[config.mk]
export PLATFORM = sky130hd
export DESIGN_NAME = cache_nway_cfg
export DESIGN_NICKNAME = d
export VERILOG_FILES = /design/src/rtl/cache_nway_cfg.sv
export SDC_FILE = /design/constraint.sdc
export NUM_CORES = 2
export LEC_CHECK = 0
export BUFFER_PORTS_ARGS = -buffer_cell sky130_fd_sc_hd__buf_2
export CAP_MARGIN = 10
export CORE_ASPECT_RATIO = 0.9
export CORE_MARGIN = 1.5
export CORE_UTILIZATION = 35
export DETAILED_ROUTE_END_ITERATION = 6
export GPL_TIMING_DRIVEN = 0
export SLEW_MARGIN = 20
export SYNTH_ARGS = -nofsm -noshare
export SYNTH_HDL_FRONTEND = slang
export SYNTH_SLANG_ARGS = --single-unit
export TNS_END_PERCENT = 100
[constraint.sdc]
create_clock -name clk -period 11.1 [get_ports clk]
set_input_delay 0.555 -clock clk [delete_from_list [all_inputs] [get_ports clk]]
set_output_delay 0.555 -clock clk [all_outputs]
set_load 0.05 [all_outputs]
[src/rtl/cache_nway_cfg.sv]
// N-way set-associative, write-through, no-write-allocate cache for the picorv32 native port.
// Geometry and replacement are parameters; includes an uncached window, flush and hit/miss counters.
module cache_nway_cfg #(
    parameter int          WAYS          = 4,
    parameter int          SETS          = 4,
    parameter int          BLOCK_WORDS   = 2,
    parameter int          REPL          = 0,
    parameter logic [31:0] UNCACHED_BASE = 32'h1000_0000
) (
    input  logic        clk,
    input  logic        resetn,
    input  logic        mem_valid_pico,
    input  logic        mem_instr_pico,
    output logic        mem_ready_pico,
    input  logic [31:0] mem_addr_pico,
    input  logic [31:0] mem_wdata_pico,
    input  logic [3:0]  mem_wstrb_pico,
    output logic [31:0] mem_rdata_pico,
    output logic        mem_valid_mem,
    output logic        mem_instr_mem,
    input  logic        mem_ready_mem,
    output logic [31:0] mem_addr_mem,
    output logic [31:0] mem_wdata_mem,
    output logic [3:0]  mem_wstrb_mem,
    input  logic [31:0] mem_rdata_mem,
    input  logic        flush,
    output logic [31:0] hit_count,
    output logic [31:0] miss_count
);
    localparam int OFF_BITS   = $clog2(BLOCK_WORDS);
    localparam int IDX_BITS   = $clog2(SETS);
    localparam int OFF_W      = (OFF_BITS > 0) ? OFF_BITS : 1;
    localparam int IDX_W      = (IDX_BITS > 0) ? IDX_BITS : 1;
    localparam int WAY_W      = (WAYS > 1) ? $clog2(WAYS) : 1;
    localparam int TAG_W      = 30 - OFF_BITS - IDX_BITS;
    localparam int LINE_WORDS = SETS * BLOCK_WORDS;
    localparam int DA_W       = (LINE_WORDS > 1) ? $clog2(LINE_WORDS) : 1;

    typedef enum logic [2:0] {
        S_IDLE, S_FLUSH, S_TAG_RD, S_LOOKUP, S_REFILL, S_WRITE_THRU, S_BYPASS, S_RESPOND
    } state_t;

    state_t            state_reg;
    logic [31:0]       req_addr_reg, req_wdata_reg, resp_data_reg;
    logic [3:0]        req_wstrb_reg;
    logic              req_instr_reg;
    logic [OFF_W-1:0]  refill_cnt_reg;
    logic [WAY_W-1:0]  victim_reg;
    logic [IDX_W-1:0]  flush_idx_reg;
    logic [15:0]       lfsr_reg;
    logic [WAYS-1:0]   valid_reg [SETS];
    logic [WAY_W-1:0]  age_reg   [SETS][WAYS];
    logic [WAY_W-1:0]  fifo_reg  [SETS];

    logic [IDX_W-1:0]  req_idx;
    logic [OFF_W-1:0]  req_off;
    logic [TAG_W-1:0]  req_tag;
    logic [DA_W-1:0]   rd_addr, data_waddr;
    logic [31:0]       block_base, hit_data, merged_word, data_wdata;
    logic [WAYS*32-1:0] way_data_flat;
    logic [WAYS-1:0]   hit_vec, data_we, tag_we;
    logic [WAY_W-1:0]  hit_way, victim, lru_upd_way;
    logic              hit, bypass, refill_last, mem_done, lru_upd_en;

    assign req_idx     = IDX_W'((req_addr_reg >> (2 + OFF_BITS)) & 32'(SETS - 1));
    assign req_off     = OFF_W'((req_addr_reg >> 2) & 32'(BLOCK_WORDS - 1));
    assign req_tag     = TAG_W'(req_addr_reg >> (2 + OFF_BITS + IDX_BITS));
    assign rd_addr     = DA_W'(int'(req_idx) * BLOCK_WORDS + int'(req_off));
    assign block_base  = req_addr_reg & ~32'(BLOCK_WORDS * 4 - 1);
    assign bypass      = (req_addr_reg >= UNCACHED_BASE);
    assign hit         = |hit_vec;
    assign refill_last = (refill_cnt_reg == OFF_W'(BLOCK_WORDS - 1));
    assign mem_done    = mem_valid_mem && mem_ready_mem;

    // Per-way tag and data storage: synchronous write, registered read.
    for (genvar gi = 0; gi < WAYS; gi++) begin : g_way
        logic [31:0]      data_mem [LINE_WORDS];
        logic [TAG_W-1:0] tag_mem  [SETS];
        logic [31:0]      data_rd;
        logic [TAG_W-1:0] tag_rd;

        always_ff @(posedge clk) begin
            if (data_we[gi]) data_mem[data_waddr] <= data_wdata;
            if (tag_we[gi])  tag_mem[req_idx]     <= req_tag;
            data_rd <= data_mem[rd_addr];
            tag_rd  <= tag_mem[req_idx];
        end

        assign hit_vec[gi] = valid_reg[req_idx][gi] && (tag_rd == req_tag);
        assign way_data_flat[gi*32 +: 32] = data_rd;
    end

    always_comb begin
        hit_way = '0;
        for (int w = WAYS - 1; w >= 0; w--)
            if (hit_vec[w]) hit_way = WAY_W'(w);
        hit_data = way_data_flat[hit_way*32 +: 32];

        victim = '0;
        if (WAYS > 1) begin
            if (REPL == 1) begin
                victim = lfsr_reg[WAY_W-1:0];
            end else if (REPL == 2) begin
                victim = fifo_reg[req_idx];
            end else begin
                for (int w = 0; w < WAYS; w++)
                    if (age_reg[req_idx][w] == WAY_W'(WAYS - 1)) victim = WAY_W'(w);
            end
        end
        // An empty way always beats the policy choice; lowest index first.
        for (int w = WAYS - 1; w >= 0; w--)
            if (!valid_reg[req_idx][w]) victim = WAY_W'(w);

        for (int b = 0; b < 4; b++)
            merged_word[b*8 +: 8] = req_wstrb_reg[b] ? req_wdata_reg[b*8 +: 8] : hit_data[b*8 +: 8];

        data_we    = '0;
        tag_we     = '0;
        data_waddr = rd_addr;
        data_wdata = merged_word;
        if (state_reg == S_LOOKUP && !bypass && hit && req_wstrb_reg != 4'b0000)
            data_we[hit_way] = 1'b1;
        if (state_reg == S_REFILL && mem_done) begin
            data_we[victim_reg] = 1'b1;
            data_waddr = DA_W'(int'(req_idx) * BLOCK_WORDS + int'(refill_cnt_reg));
            data_wdata = mem_rdata_mem;
            tag_we[victim_reg] = refill_last;
        end

        lru_upd_en  = (state_reg == S_LOOKUP && !bypass && hit) ||
                      (state_reg == S_REFILL && mem_done && refill_last);
        lru_upd_way = (state_reg == S_LOOKUP) ? hit_way : victim_reg;
    end

    always_ff @(posedge clk) begin
        if (!resetn) begin
            state_reg      <= S_IDLE;
            req_addr_reg   <= '0;
            req_wdata_reg  <= '0;
            req_wstrb_reg  <= '0;
            req_instr_reg  <= 1'b0;
            refill_cnt_reg <= '0;
            victim_reg     <= '0;
            flush_idx_reg  <= '0;
            resp_data_reg  <= '0;
            lfsr_reg       <= 16'hACE1;
            mem_ready_pico <= 1'b0;
            mem_rdata_pico <= '0;
            mem_valid_mem  <= 1'b0;
            mem_instr_mem  <= 1'b0;
            mem_addr_mem   <= '0;
            mem_wdata_mem  <= '0;
            mem_wstrb_mem  <= '0;
            hit_count      <= '0;
            miss_count     <= '0;
            for (int s = 0; s < SETS; s++) begin
                valid_reg[s] <= '0;
                fifo_reg[s]  <= '0;
                for (int w = 0; w < WAYS; w++) age_reg[s][w] <= WAY_W'(w);
            end
        end else begin
            lfsr_reg       <= {lfsr_reg[0] ^ lfsr_reg[2] ^ lfsr_reg[3] ^ lfsr_reg[5], lfsr_reg[15:1]};
            mem_ready_pico <= 1'b0;
            mem_rdata_pico <= '0;

            if (lru_upd_en) begin
                for (int w = 0; w < WAYS; w++)
                    if (age_reg[req_idx][w] < age_reg[req_idx][lru_upd_way])
                        age_reg[req_idx][w] <= age_reg[req_idx][w] + 1'b1;
                age_reg[req_idx][lru_upd_way] <= '0;
            end

            case (state_reg)
                S_IDLE: begin
                    if (flush) begin
                        flush_idx_reg <= '0;
                        state_reg     <= S_FLUSH;
                    end else if (mem_valid_pico && !mem_ready_pico) begin
                        // A request still held during its own ready cycle is not re-accepted.
                        req_addr_reg  <= mem_addr_pico;
                        req_wdata_reg <= mem_wdata_pico;
                        req_wstrb_reg <= mem_wstrb_pico;
                        req_instr_reg <= mem_instr_pico;
                        state_reg     <= S_TAG_RD;
                    end
                end
                S_FLUSH: begin
                    valid_reg[flush_idx_reg] <= '0;
                    if (flush_idx_reg == IDX_W'(SETS - 1)) state_reg <= S_IDLE;
                    else flush_idx_reg <= flush_idx_reg + 1'b1;
                end
                S_TAG_RD: state_reg <= S_LOOKUP;
                S_LOOKUP: begin
                    mem_instr_mem <= req_instr_reg;
                    if (!bypass) begin
                        if (hit && hit_count != 32'hFFFF_FFFF)   hit_count  <= hit_count + 1'b1;
                        if (!hit && miss_count != 32'hFFFF_FFFF) miss_count <= miss_count + 1'b1;
                    end
                    if (bypass || req_wstrb_reg != 4'b0000) begin
                        mem_valid_mem <= 1'b1;
                        mem_addr_mem  <= {req_addr_reg[31:2], 2'b00};
                        mem_wdata_mem <= req_wdata_reg;
                        mem_wstrb_mem <= req_wstrb_reg;
                        state_reg     <= bypass ? S_BYPASS : S_WRITE_THRU;
                    end else if (hit) begin
                        resp_data_reg <= hit_data;
                        state_reg     <= S_RESPOND;
                    end else begin
                        victim_reg     <= victim;
                        refill_cnt_reg <= '0;
                        mem_valid_mem  <= 1'b1;
                        mem_addr_mem   <= block_base;
                        mem_wdata_mem  <= '0;
                        mem_wstrb_mem  <= '0;
                        state_reg      <= S_REFILL;
                    end
                end
                S_REFILL: begin
                    if (mem_done) begin
                        mem_valid_mem <= 1'b0;
                        if (refill_cnt_reg == req_off) resp_data_reg <= mem_rdata_mem;
                        if (refill_last) begin
                            valid_reg[req_idx][victim_reg] <= 1'b1;
                            fifo_reg[req_idx] <= WAY_W'((int'(fifo_reg[req_idx]) + 1) % WAYS);
                            state_reg <= S_RESPOND;
                        end else begin
                            refill_cnt_reg <= refill_cnt_reg + 1'b1;
                        end
                    end else if (!mem_valid_mem) begin
                        mem_valid_mem <= 1'b1;
                        mem_addr_mem  <= block_base | (32'(refill_cnt_reg) << 2);
                    end
                end
                S_WRITE_THRU, S_BYPASS: begin
                    if (mem_ready_mem) begin
                        mem_valid_mem <= 1'b0;
                        mem_wstrb_mem <= '0;
                        resp_data_reg <= (state_reg == S_BYPASS && req_wstrb_reg == 4'b0000)
                                         ? mem_rdata_mem : 32'h0;
                        state_reg     <= S_RESPOND;
                    end
                end
                S_RESPOND: begin
                    mem_ready_pico <= 1'b1;
                    mem_rdata_pico <= resp_data_reg;
                    state_reg      <= S_IDLE;
                end
                default: state_reg <= S_IDLE;
            endcase
        end
    end
endmodule

==> out/qor.yml <==
rsz0062_at_grt: "no"
slew_viol_final: 0
cp.arrival_ns: 7.34
vias: 42290
p_total_uw: 17140
maxCapViolations: 0
die_area_um2: 218600
slew_headroom: 0.1621
die_w_um: 492.6
yosysMostFrequentCell: "edfxtp_1"
vias_per_cell: 5.303
synth_top_cell_by_area: "edfxtp_1"
grtUsageTotal: 0.1937
endpoint: "g_way[2].data_mem[7][13]$_DFFE_PP_"
crit_cells: 12
skew_ns: 0.05087
clock_latency_ns: 0.83
p_leak_uw: 0.02951
synthArstFlopShare: 0
grt_pass1_wl_mm: 303.6
min_period_ns: 6.828
ys.flop_type: "edfxtp_1"
wl_mm: 215.8
die_h_um: 443.7
cts_root_buffer: "clkbuf_16"
ir_worst_vdd_uv: 153.8
seq_area_frac_synth: 0.7333
tns_ns: 0
max_stage_delay_ns: 0.83
yosys_warnings: 0
nNetsFinal: 5068
r2r_slack_ns: 4.27
initial_utilization: 0.3527
htreeDepth: 4
worst_hold_path_type: "in2reg"
dr.pass1.iters: 6
wl_per_cell_um: 27.06
ys_ff_latch: 2014
setup_viol: 0
critPathLaunch: "req_addr_reg[28]$_SDFFE_PN0P_"
drtIter0Drc: 4548
synthCells: 4322
first_global_vias: 41240
boundaryPins: 273
timing.critical_path.required_ns: 11.61
period_share: 0.6151
drc_errors: 0
fmax_ghz: 0.1465
final-hold-violation-count: 0
synth.distinct_cells: 78
worstSetupPathType: "reg2reg"
synth_top_cell_area_share: 0.5981
status: "completed"
place_ws_ns: 4.567
setup.worst_path.end_class: "register"
largest_registers: "g_way.data_mem: 1024 flops, g_way.tag_mem: 432 flops, g_way.data_rd: 128 flops"
grt-ovfl-total: 0
cts_tree: "yes"
crit_fanout: 17
p_per_area_nw_per_um2: 190.7
crit_chain: "clkbuf_1 > xor2_1 > nor4_1 > nand3_1 > nor3_1 > and2_0 > clkbuf_1 > clkbuf_1 > a21oi_2 > nor3_2 > buf_4 > buf_4"
avgSynthCellArea_um2: 17.47
synth_common_cells: "edfxtp_1, dfxtp_1, mux4_2, nand2_1, clkbuf_1"
syn_area_um2: 75520
post_cts_buffers: 0
area_growth_pct: 19.03
r2r_end: "g_way[2].data_mem[7][13]$_DFFE_PP_"
slowest_stage: "nor3_1"
worstReg2RegStart: "req_addr_reg[28]$_SDFFE_PN0P_"
cts_buffer_depth: 3
crit_family: "simple AND/OR/NAND/NOR gates"
synthTopCellsByArea: "edfxtp_1, dfxtp_1, mux4_2"
largest_reg_flops: 1024
hold_ws_ns: 0.06174
coreArea_um2: 214100
dp_hpwl_mm: 155.8
grt_max_degree: 33
port_buffers: 267
drive_gt1_frac: 0.2632
rr_worst_depth: 12
synth_edf_count: 1504
cts_buffers: 189
num_rows: 161
gp_congestion: 0.8993
fin_ws_ns: 4.272
cp_num_buf_inv: 5
clk_pin_slew_ns: 0.06
drtAntennaViolNets: 0
antenna_found_initial: 13
top_register: "g_way.data_mem"
crit_path_frequent_cell: "clkbuf_1"
startpoint_type: "register"
worst_pin_slew_ns: 1.257
cts.sinks: 2014
worst min-delay path by stage:
stage | slack (ns) | depth (start not counted) | start | to
detailed placement | 0.43 | 1 | resp_data_reg[25]$_SDFFE_PN0P_ | mem_rdata_pico[25]$_SDFF_PN0_
CTS | 0.00006 | 3 | mem_addr_pico[17] | req_addr_reg[17]$_SDFFE_PN0P_
finish | 0.06 | 3 | mem_rdata_mem[12] | resp_data_reg[12]$_SDFFE_PN0P_
global placement | 0.44 | 1 | resp_data_reg[27]$_SDFFE_PN0P_ | mem_rdata_pico[27]$_SDFF_PN0_
global route | 0.02 | 3 | mem_instr_pico | req_instr_reg$_SDFFE_PN0P_
floorplan | 0.42 | 1 | resp_data_reg[0]$_SDFFE_PN0P_ | mem_rdata_pico[0]$_SDFF_PN0_
layer usage:
layer | share of wire | vias to the layer above | track usage
met5 | 0 | - | 0
met4 | 0.031 | 0 | 0.06236
met3 | 0.069 | 299 | 0.03312
met2 | 0.48 | 1676 | 0.3148
met1 | 0.42 | 22290 | 0.2640
li1 | - | 18030 | -
cell families (layout without fill, tap and decap cells):
family / count (synthesis) / in the layout / synth area share
DFF: 2014 / 2014 / 0.7333
and+or+nand+nor: 847 / 847 / 0.05537
muxes: 549 / 549 / 0.1372
AOI/OAI and AO/OA: 449 / 449 / 0.03879
buffers and inverters: 295 / 1090 / 0.01566
xor gates and xnor gates: 161 / 161 / 0.01867
adders and majority gates: 6 / 6 / 0.0009941
other: 1 / 8 / 0.00004966
power by group:
group | internal (uW) | switching (uW) | leakage, uW | total [uW]
Sequential | 8540 | 182 | 0.0178 | 8730
Clock | 3530 | 2850 | 0.00294 | 6370
Combinational | 734 | 1310 | 0.00873 | 2050
Total | 12800 | 4340 | 0.0295 | 17100
cell type report:
| type | instances | area, um^2 |
|---|---|---|
| antenna | 6 | 15.01 |
| fill | 18870 | 124200 |
| sequential | 2014 | 55370 |
| timing repair buffer | 442 | 3940 |
| clock buffer | 282 | 5321 |
| clock inverter | 71 | 734.5 |
| tap | 2852 | 3568 |
| buffer | 261 | 1100 |
| inverter | 34 | 127.6 |
| multi-input combinational | 2014 | 19710 |
placed cells by master, fill, tap and decap left out, types with 23 or more instances in the layout:
cell	Yosys	final
edfxtp_1	1504	1504
dfxtp_1	510	510
mux4_2	376	376
nand2_1	327	327
buf_2	16	300
clkbuf_1	178	238
clkbuf_16	0	191
mux2_2	129	129
xor2_1	115	115
a21boi_0	114	114
a21oi_1	147	111
nor2_1	143	106
and2_1	88	88
o21ai_0	75	75
buf_4	2	55
nor2b_1	50	50
xnor2_1	46	46
buf_16	0	46
mux2i_1	44	44
dlygate4sd3_1	0	42
nor4_1	36	36
nand3_1	36	36
nor2_4	0	36
buf_1	59	34
inv_1	34	34
a222oi_1	32	32
a21oi_4	0	32
a22oi_1	32	32
nand4_1	29	29
clkbuf_2	0	25
clkinv_2	0	23
metrics by stage:
stage	area, um^2	utilization	instances
finish	89890	0.4198	7976
CTS	89840	0.4196	7970
detailed placement	83370	0.3893	7575
global route	89890	0.4198	7975
floorplan	75520	-	4323
global placement	80420	0.3756	7442
worst reg2reg max path, stage by stage (launching register included):
cell and delay, ns:
dfxtp_1 0.67, clkbuf_1 0.66, xor2_1 0.20, nor4_1 0.74, nand3_1 0.16, nor3_1 0.83, and2_0 0.38, clkbuf_1 0.77
clkbuf_1 0.56, a21oi_2 0.37, nor3_2 0.64, buf_4 0.33, buf_4 0.24
repair_timing:
action / in CTS / in global routing
setup endpoints to repair: 0 / 0
resized for setup: 0 / 0
hold endpoints to repair: 42 / 0
hold buffers: 42 / 0
Power figures use the tool's default switching activity.
